`config.mk`:
```
export PLATFORM = sky130hd
export DESIGN_NAME = spi_slave_tx
export DESIGN_NICKNAME = d
export VERILOG_FILES = /design/src/rtl/spi_slave_tx.sv
export SDC_FILE = /design/constraint.sdc
export NUM_CORES = 1
export LEC_CHECK = 0
export BUFFER_PORTS_ARGS = -buffer_cell sky130_fd_sc_hd__buf_2
export CORE_MARGIN = 2
export CORE_UTILIZATION = 59
export DETAILED_ROUTE_END_ITERATION = 16
export PLACE_DENSITY_LB_ADDON = 0.3
export SLEW_MARGIN = 0
export SYNTH_ARGS = -nofsm -noshare
export SYNTH_HDL_FRONTEND = slang
export SYNTH_SLANG_ARGS = --single-unit
```
`constraint.sdc`:
```
create_clock -name sclk -period 3.1 [get_ports sclk]
set_input_delay 0.465 -clock sclk [delete_from_list [all_inputs] [get_ports sclk]]
set_output_delay 0.465 -clock sclk [all_outputs]
set_load 0.01 [all_outputs]
```
`src/rtl/spi_slave_tx.sv`:
```
// SPI slave transmit datapath: a one-entry holding register fed over valid/ready,
// serialised MSB-first on miso with a programmable bit count per word.
module spi_slave_tx #(
  parameter int unsigned DATA_WIDTH = 32
) (
  input  logic                  sclk,
  input  logic                  rstn,
  input  logic                  en,
  input  logic [7:0]            counter_in,
  input  logic                  counter_in_upd,
  input  logic [DATA_WIDTH-1:0] data,
  input  logic                  data_valid,
  output logic                  data_ready,
  output logic                  miso,
  output logic                  tx_done,
  output logic                  underrun
);

  // Largest legal bit-count target; counter_in is clamped to this.
  localparam logic [7:0] MaxTrgt = 8'(DATA_WIDTH - 1);

  logic [DATA_WIDTH-1:0] shreg;
  logic [DATA_WIDTH-1:0] hold;
  logic                  hold_full;
  logic [7:0]            counter;
  logic [7:0]            counter_trgt;
  logic                  running;

  logic [7:0] trgt_clamped;
  logic [7:0] eff_trgt;
  logic [7:0] load_shamt;
  logic       word_end;
  logic       load;
  logic       accept;

  // Decode the load/accept conditions and the alignment shift for a new word.
  always_comb begin
    trgt_clamped = (counter_in > MaxTrgt) ? MaxTrgt : counter_in;
    // A target update on the load edge already applies to the word being loaded.
    eff_trgt     = counter_in_upd ? trgt_clamped : counter_trgt;
    load_shamt   = MaxTrgt - eff_trgt;
    word_end     = running && (counter == counter_trgt);
    load         = en && hold_full && (!running || word_end);
    accept       = data_valid && data_ready;
  end

  assign data_ready = rstn && !hold_full;
  assign miso       = shreg[DATA_WIDTH-1];
  assign tx_done    = word_end;

  // Holding register, bit-count target and shifter state.
  always_ff @(posedge sclk) begin
    if (!rstn) begin
      shreg        <= '0;
      hold         <= '0;
      hold_full    <= 1'b0;
      counter      <= 8'd0;
      counter_trgt <= 8'd7;
      running      <= 1'b0;
      underrun     <= 1'b0;
    end else begin
      // Accept and load are exclusive: accept needs an empty hold, load a full one.
      if (accept) begin
        hold      <= data;
        hold_full <= 1'b1;
      end
      if (counter_in_upd) begin
        counter_trgt <= trgt_clamped;
      end
      if (!en) begin
        // Abort drops the in-flight word but keeps any held word for the next transfer.
        running  <= 1'b0;
        counter  <= 8'd0;
        shreg    <= '0;
        underrun <= 1'b0;
      end else if (load) begin
        shreg     <= hold << load_shamt;
        counter   <= 8'd0;
        running   <= 1'b1;
        hold_full <= 1'b0;
      end else if (running) begin
        shreg <= shreg << 1;
        if (word_end) begin
          running <= 1'b0;
          counter <= 8'd0;
        end else begin
          counter <= counter + 8'd1;
        end
      end else begin
        // Idle, enabled and nothing held: master is clocking with no data available.
        underrun <= 1'b1;
      end
    end
  end

endmodule

```
==> flow_summary.json, run 1 <==
{
  "cts_sinks": 83,
  "cts_resized": 0,
  "async_flop_share_pct": 0,
  "htreeDepth": 3,
  "skew_ns": 0.0156,
  "hold_class": "primary input to flip-flop",
  "initialDrtViolationCount": 387,
  "antenna_cells": 0,
  "nFillCells": 680,
  "yosys-top-cells-count": "nand2_1 (88), dfxtp_1 (83), o21ai_0 (75)",
  "postLayoutCoreUtil_pct": 68.0,
  "netlist.area_leader.share_pct": 35.5,
  "worstMarginPinSlew_ns": 0.877,
  "post-route-min-period_ns": 2.69,
  "via_count": 4456,
  "clk_latency_ns": 0.37,
  "routedWlPerCell_um": 16.6,
  "netlist_instances": 588,
  "clockBufferDepth": 2,
  "yosysMostFrequentCell": "nand2_1",
  "ioPinCount": 49,
  "fp.dieW_um": 93.0,
  "setup_viol": 0,
  "grt_usage_pct": 28.9,
  "status": "finished, final reports clean",
  "synth_edf_count": 0,
  "dpl.hpwl_mm": 8.86,
  "rsz0062_at_grt": "false",
  "required_ns": 3.37,
  "syn_area_mm2": 0.00467,
  "place_inst": 717,
  "place.gp.congestion": 0.980,
  "power_frac_clock_pct": 35.1,
  "dieArea_mm2": 0.00865,
  "portBuffers": 48,
  "wl_mm": 12.2,
  "root_buffer": "clkbuf_8",
  "grtUsageMet1_pct": 36.7,
  "relSlewSlack_pct": 41.5,
  "fin_nets": 672,
  "grt.met3_usage_pct": 5.00,
  "placed_cell_area_mm2": 0.00502,
  "seq_area_frac_synth_pct": 35.5,
  "p_leak_nw": 2.15,
  "stdcell_area_mm2": 0.00523,
  "cts_tree": "yes",
  "cts-hold-fix-buffers": 0,
  "clkTransAtPathRegs_ns": 0.09,
  "yosys_warnings": 0,
  "ys.flop_type": "dfxtp_1",
  "grt_overflow": 0,
  "drc": 0,
  "ys_ff_latch": 83,
  "comb_power_share_pct": 17.2,
  "setup_tns_ns": 0,
  "synth_nets": 634,
  "area_growth_pct": 11.9,
  "worstPathArrival_ns": 2.96,
  "start_util_pct": 60.8,
  "synthTopCellsByArea": "dfxtp_1 (36%), mux2i_1 (12%), o21ai_0 (8.0%)",
  "cts_buffers": 9,
  "cpMostUsedCell": "nand2_1",
  "viasPerCell": 6.08,
  "worstPathCellList": "xnor2_1 -> nand2_1 -> o41ai_1 -> buf_4 -> and2b_1 -> nand3_1 -> nor3_1 -> nand2_1 -> a221oi_1",
  "end_kind": "flip-flop",
  "synth_cell_types": 49,
  "postRouteAntennaNets": 0,
  "power_density_mw_per_mm2": 464,
  "grt_pass1_wl_mm": 19.9,
  "core_mm2": 0.00769,
  "drt_pass1_iterations": 5,
  "antenna_found_initial": 0,
  "slowest_delay_ns": 0.51,
  "yosysTopAreaCell": "dfxtp_1",
  "crit_slowest_cell": "nor3_1",
  "grt_max_degree": 65,
  "cap_violations": 0,
  "path_max_fanout": 6,
  "ir_drop_v": 0.000281,
  "switching_power_mw": 0.690,
  "fin_cells": 733,
  "critPathKind": "flip-flop to flip-flop",
  "busiest_layer": "met2",
  "critPathLaunchType": "flip-flop",
  "final_hold_viol_count": 0,
  "grt_pass1_vias": 4165,
  "sequentialPowerShare_pct": 47.7,
  "netSwitchingFraction_pct": 28.5,
  "fin_crit_sh_pct": 86.7,
  "final_layout_size_suffix_gt1_share_pct": 16.3,
  "row_count": 32,
  "slew_violations": 0,
  "clock.fmax_mhz": 372,
  "cts_setup_buffers": 0,
  "avgSynthCellArea_um2": 7.95,
  "p_int_mw": 1.73,
  "fp.dieH_um": 93.0,
  "grtUsageMet2_pct": 48.2
}
-- worst paths after layout --
kind         startpoint        to  slack [ns]  cells past startpoint
min            data[21]  hold[21]        0.28                      3
min reg2reg    underrun  underrun        0.47                      2
max reg2reg  counter[3]  shreg[1]        0.41                      9
max          counter[3]  shreg[1]        0.41                      9
-- worst max-delay path, delay by kind of cell, from the launching register on --
family | cells | cell delay (ns)
simple gates | 5 | 1.18
compound gates | 2 | 0.65
flops | 1 | 0.43
xor+xnor | 1 | 0.14
buf+inv | 1 | 0.19
-- per-stage QoR --
stage	power, mW	hold slack [ns]	setup WS (ns)
floorplan	1.45	0.430	0.505
global placement	1.58	0.445	0.134
detailed placement	1.59	0.460	0.152
CTS	2.42	0.281	0.478
global route	2.52	0.291	0.183
finish	2.42	0.283	0.413
-- cells in the final DEF, fill, tap and decap left out, drive strengths merged, types with 7 or more instances in the layout --
cell type,Yosys,final
nand2,90,90
dfxtp,83,83
o21ai,75,75
buf,14,72
mux2i,58,58
nor2,49,49
a21oi,33,33
o22ai,28,28
inv,15,15
a211oi,11,11
clkbuf,31,11
xnor2,10,10
a221oi,10,10
nand2b,9,9
nor3,8,8
mux2,7,7
a2111oi,7,7
-- power groups by stage --
stage	clock [mW]	sequential (mW)	combinational, mW
after global routing	0.893	1.16	0.461
after floorplan	0	1.17	0.285
after CTS	0.854	1.16	0.410
after global placement	0	1.18	0.402
final	0.850	1.16	0.418
after detailed placement	0	1.18	0.406
-- metal layers --
| layer | share of wire (%) | wire length (µm) |
|---|---|---|
| met5 | 0 | 0 |
| met3 | 6.4 | 777 |
| met4 | 3.3 | 397 |
| met2 | 47 | 5690 |
| met1 | 44 | 5340 |
-- flip-flops by register name, summed over array words and instances (netlist names) --
register and flops:
hold 32, shreg 32, counter 8, counter_trgt 8, hold_full 1, running 1
underrun 1
-- kinds of logic (layout without fill, tap and decap cells) --
kind of cell,after synthesis,in the layout,share of synthesized area (%)
compound gates,187,187,24.8
simple gates,178,178,16.2
flops,83,83,35.5
mux,65,65,14.5
buf+inv,60,103,6.02
xor+xnor,14,14,2.62
fa+ha+maj,1,1,0.268
-- area by class of cell --
cell class	instances	area, µm²	area share (%)
Timing Repair Buffer	72	433	8.28
Sequential cell	83	1660	31.8
Tap cell	102	128	2.44
Inverter	15	56.3	1.08
Clock buffer	11	131	2.51
Clock inverter	5	77.6	1.48
Multi-Input combinational cell	445	2740	52.4
Power figures use the tool's default switching activity.
==> inputs of run 2 (changes only) <==
- CORE_UTILIZATION: 59 -> 30
- SLEW_MARGIN: 0 -> unset
==> flow_summary.json, run 2 (synthesis gave the netlist of run 1 again) <==
{
  "power_frac_clock_pct": 39.6,
  "p_leak_nw": 2.22,
  "fin_cells": 824,
  "final_hold_viol_count": 0,
  "worstPathArrival_ns": 2.98,
  "place_inst": 808,
  "worstMarginPinSlew_ns": 0.894,
  "root_buffer": "clkbuf_16",
  "cts_setup_buffers": 0,
  "final_cell_mix": "nand2_1 (88), dfxtp_1 (83), o21ai_0 (75), mux2i_1 (57), nor2_1 (49)",
  "via_count": 4449,
  "multi_input_area_mm2": 0.00274,
  "post-route-min-period_ns": 2.78,
  "setup_tns_ns": 0,
  "area_growth_pct": 17.0,
  "dieArea_mm2": 0.0166,
  "cts_resized": 0,
  "postRouteAntennaNets": 0,
  "hold_class": "primary input to flip-flop",
  "top_regs": "hold x32, shreg x32",
  "cap_violations": 0,
  "grt_pass1_wl_mm": 22.2,
  "worstPathCellList": "and3_1 -> or3_1 -> nand2_2 -> buf_4 -> o22ai_1 -> mux2i_1 -> nor2_1 -> a2111oi_0 -> a2111oi_0",
  "grt_max_degree": 65,
  "cpMostUsedCell": "a2111oi_0",
  "cp.buffers_inverters": 1,
  "slew_violations": 0,
  "place.gp.congestion": 0.957,
  "final_layout_size_suffix_gt1_share_pct": 17.0,
  "sequentialPowerShare_pct": 44.0,
  "stdcell_area_mm2": 0.00547,
  "end_kind": "flip-flop",
  "drc": 0,
  "grt_overflow": 0,
  "slowest_delay_ns": 0.48,
  "clkTransAtPathRegs_ns": 0.06,
  "report.power.total_mw": 2.63,
  "seqCellArea_mm2": 0.00166,
  "hold_ws_ns": 0.308,
  "fp.dieH_um": 129,
  "cp_top_family": "simple AND/OR/NAND/NOR gates",
  "row_count": 45,
  "critPathKind": "flip-flop to flip-flop",
  "ioPinCount": 49,
  "p_int_mw": 1.92,
  "drt_pass1_iterations": 8,
  "switching_power_mw": 0.716,
  "viasPerCell": 5.40,
  "start_util_pct": 30.7,
  "ir_drop_v": 0.000339,
  "status": "finished, final reports clean",
  "cts-hold-fix-buffers": 0,
  "initialDrtViolationCount": 437,
  "grt_pass1_vias": 4347,
  "rsz0062_at_grt": "false",
  "portBuffers": 48,
  "clockBufferDepth": 2,
  "fin_crit_sh_pct": 89.6,
  "skew_ns": 0.00823,
  "grt_usage_pct": 16.8,
  "htreeDepth": 3,
  "clock.fmax_mhz": 360,
  "critPathLaunchType": "flip-flop",
  "fin_nets": 677,
  "setup_viol": 0,
  "core_mm2": 0.0152,
  "netSwitchingFraction_pct": 27.2,
  "mostFrequentLayoutCell": "nand2_1",
  "cts_buffers": 9,
  "placed_cell_area_mm2": 0.00518,
  "power_density_mw_per_mm2": 482,
  "cts_sinks": 83,
  "relSlewSlack_pct": 40.4,
  "dpl.hpwl_mm": 9.87,
  "clk_latency_ns": 0.35,
  "cts_tree": "yes",
  "path_max_fanout": 22,
  "nFillCells": 1561,
  "routedWlPerCell_um": 16.0,
  "wl_mm": 13.2,
  "crit_slowest_cell": "a2111oi_0",
  "antenna_cells": 0,
  "antenna_found_initial": 0,
  "required_ns": 3.30,
  "fp.dieW_um": 129,
  "comb_power_share_pct": 16.4
}
==> run 2: cell count changes in the layout (fill, tap and decap cells not counted) <==
cell and change:
bufinv_16 -2, clkbuf_16 +9, clkinvlp_4 -1, buf_12 +1, clkbuf_8 -5, buf_4 +4, clkinv_2 -1
==> run 2: metal layers <==
| metal | share of wire (%) | up-vias | global-route usage [%] |
|---|---|---|---|
| li1 | - | 2194 | - |
| met1 | 47 | 2066 | 22.7 |
| met2 | 44 | 165 | 26.0 |
| met3 | 6.0 | 24 | 4.37 |
| met4 | 2.5 | 0 | 5.82 |
| met5 | 0 | - | 0 |
==> run 2: final timing paths <==
kind,startpoint,endpoint,slack [ns],depth (start not counted)
min,data[30],hold[30],0.31,3
max,counter_trgt[7],shreg[19],0.32,9
max reg2reg,counter_trgt[7],shreg[19],0.32,9
min reg2reg,shreg[2],shreg[2],0.46,2
==> run 2: stage by stage <==
step	setup slack, ns	utilization, %
final	0.323	36.0
after global placement	0.174	34.1
after CTS	0.404	36.0
after floorplan	0.505	-
after global routing	0.112	36.0
after detailed placement	0.103	34.1
==> run 2: power groups by stage <==
stage               clock [mW]  combinational [mW]  sequential (mW)
floorplan                    0               0.285             1.17
global placement             0               0.420             1.18
detailed placement           0               0.423             1.18
CTS                       1.07               0.425             1.16
global route              1.12               0.478             1.17
finish                    1.04               0.431             1.16
==> run 2: cell type report <==
type / count / area share, %
clock buffers: 15 / 5.26
well taps: 188 / 4.30
flip-flops and latches: 83 / 30.4
multi-input cells: 445 / 50.1
clock inverters: 1 / 0.0915
repair buffers: 77 / 8.83
inverters: 15 / 1.03
==> run 2: tightest hold or removal path: stages <==
cell and delay (ns):
buf_2 0.07, nand2_1 0.03, o21ai_0 0.05
==> inputs of run 3 (changes only) <==
- MAX_ROUTING_LAYER: unset -> met4
==> flow_summary.json, run 3 (synthesis gave the netlist of run 1 again) <==
{
  "status": "finished, final reports clean",
  "fp.dieW_um": 129,
  "rsz0062_at_grt": "false",
  "grt_max_degree": 65,
  "post-route-min-period_ns": 2.61,
  "cap_violations": 0,
  "clk_latency_ns": 0.35,
  "post-place-ws_ns": 0.250,
  "worstMarginPinSlew_ns": 0.901,
  "slew_violations": 0,
  "postRouteAntennaNets": 0,
  "critPathKind": "primary input to flip-flop",
  "grt_pass1_wl_mm": 21.7,
  "p_leak_nw": 2.21,
  "fp.dieH_um": 129,
  "drc": 0,
  "cts_tree": "yes",
  "initialDrtViolationCount": 348,
  "end_kind": "flip-flop",
  "cts_buffers": 9,
  "drt_pass1_iterations": 5,
  "setup_tns_ns": 0,
  "worstPathArrival_ns": 2.81,
  "power_density_mw_per_mm2": 478,
  "place.gp.congestion": 0.966,
  "skew_ns": 0.0109,
  "grt_pass1_vias": 4267,
  "multi_input_area_mm2": 0.00274,
  "start_util_pct": 30.7,
  "hold_class": "primary input to flip-flop",
  "place_inst": 806,
  "required_ns": 3.30,
  "viasPerCell": 5.38,
  "clockBufferDepth": 2,
  "final_layout_size_suffix_gt1_share_pct": 16.7,
  "portBuffers": 48,
  "ioPinCount": 49,
  "final_cell_mix": "nand2_1 (88), dfxtp_1 (83), o21ai_0 (75), mux2i_1 (57), nor2_1 (49)",
  "mostFrequentLayoutCell": "nand2_1",
  "grt_usage_pct": 17.0,
  "postLayoutSetupSlackWorst_ns": 0.490,
  "routedWlPerCell_um": 15.9,
  "ir_drop_v": 0.000306,
  "cts_resized": 0,
  "clock.fmax_mhz": 383,
  "critPathLaunchType": "primary input",
  "clkTransAtPathRegs_ns": 0.06,
  "final_hold_viol_count": 0,
  "antenna_found_initial": 0,
  "nFillCells": 1593,
  "setup_viol": 0,
  "dpl.hpwl_mm": 9.65,
  "area_growth_pct": 16.7,
  "grt_overflow": 0,
  "fin_crit_sh_pct": 84.2,
  "core_mm2": 0.0152,
  "root_buffer": "clkbuf_16",
  "antenna_cells": 0,
  "seqCellArea_mm2": 0.00166,
  "via_count": 4415,
  "fin_cells": 821,
  "relSlewSlack_pct": 40.0,
  "path_max_fanout": 34,
  "dieArea_mm2": 0.0166,
  "wl_mm": 13.1,
  "row_count": 45,
  "cts_sinks": 83,
  "cts_setup_buffers": 0,
  "cts-hold-fix-buffers": 0,
  "fin_nets": 675,
  "htreeDepth": 3,
  "top_regs": "hold x32, shreg x32"
}
## run 3: final cells by class
type,instances,share of cell area (%)
Clock buffer,13,4.95
Multi-Input combinational cell,445,50.3
Clock inverter,2,0.183
Tap cell,188,4.31
Timing Repair Buffer,75,8.81
Inverter,15,1.03
Sequential cell,83,30.5
## run 3: final timing paths
kind / start / end / slack [ns] / cells past startpoint
worst max-delay path: counter_in[7] / shreg[19] / 0.49 / 9
worst max register to register: counter_trgt[7] / shreg[18] / 0.50 / 7
worst min register to register: shreg[10] / shreg[10] / 0.45 / 2
worst min-delay path: data[25] / hold[25] / 0.31 / 3
## run 3: worst max-delay path: stages
cell and delay [ns]:
buf_2 0.09, or3_1 0.41, o22a_2 0.24, buf_12 0.19
mux2i_1 0.27, o22ai_1 0.15, mux2_2 0.33, a2111oi_0 0.49
a2111oi_0 0.14
## run 3: routing by layer
layer / global-route usage, % / up-vias / wire, µm / share of wire, %
met4: 7.23 / 0 / 321 / 2.5
li1: - / 2195 / - / -
met5: - / - / 0 / 0
met2: 25.2 / 150 / 5770 / 44
met3: 3.62 / 18 / 721 / 5.5
met1: 22.4 / 2052 / 6280 / 48
## run 3: report_power, final
| part | internal [mW] | leakage, nW | switching [mW] |
|---|---|---|---|
| clock | 0.601 | 0.141 | 0.420 |
| combinational | 0.170 | 1.39 | 0.259 |
| sequential | 1.12 | 0.678 | 0.0392 |
| total | 1.89 | 2.21 | 0.718 |
## run 3: through the flow
step                      cell area (µm²)  util (%)  power, mW  hold WS [ns]
after CTS                            5460      35.9       2.63         0.301
final                                5460      35.9       2.61         0.308
after global placement               5170      34.0       1.60         0.449
after floorplan                      4670         -       1.45         0.430
after global routing                 5460      35.9       2.73         0.320
after detailed placement             5170      34.0       1.60         0.444
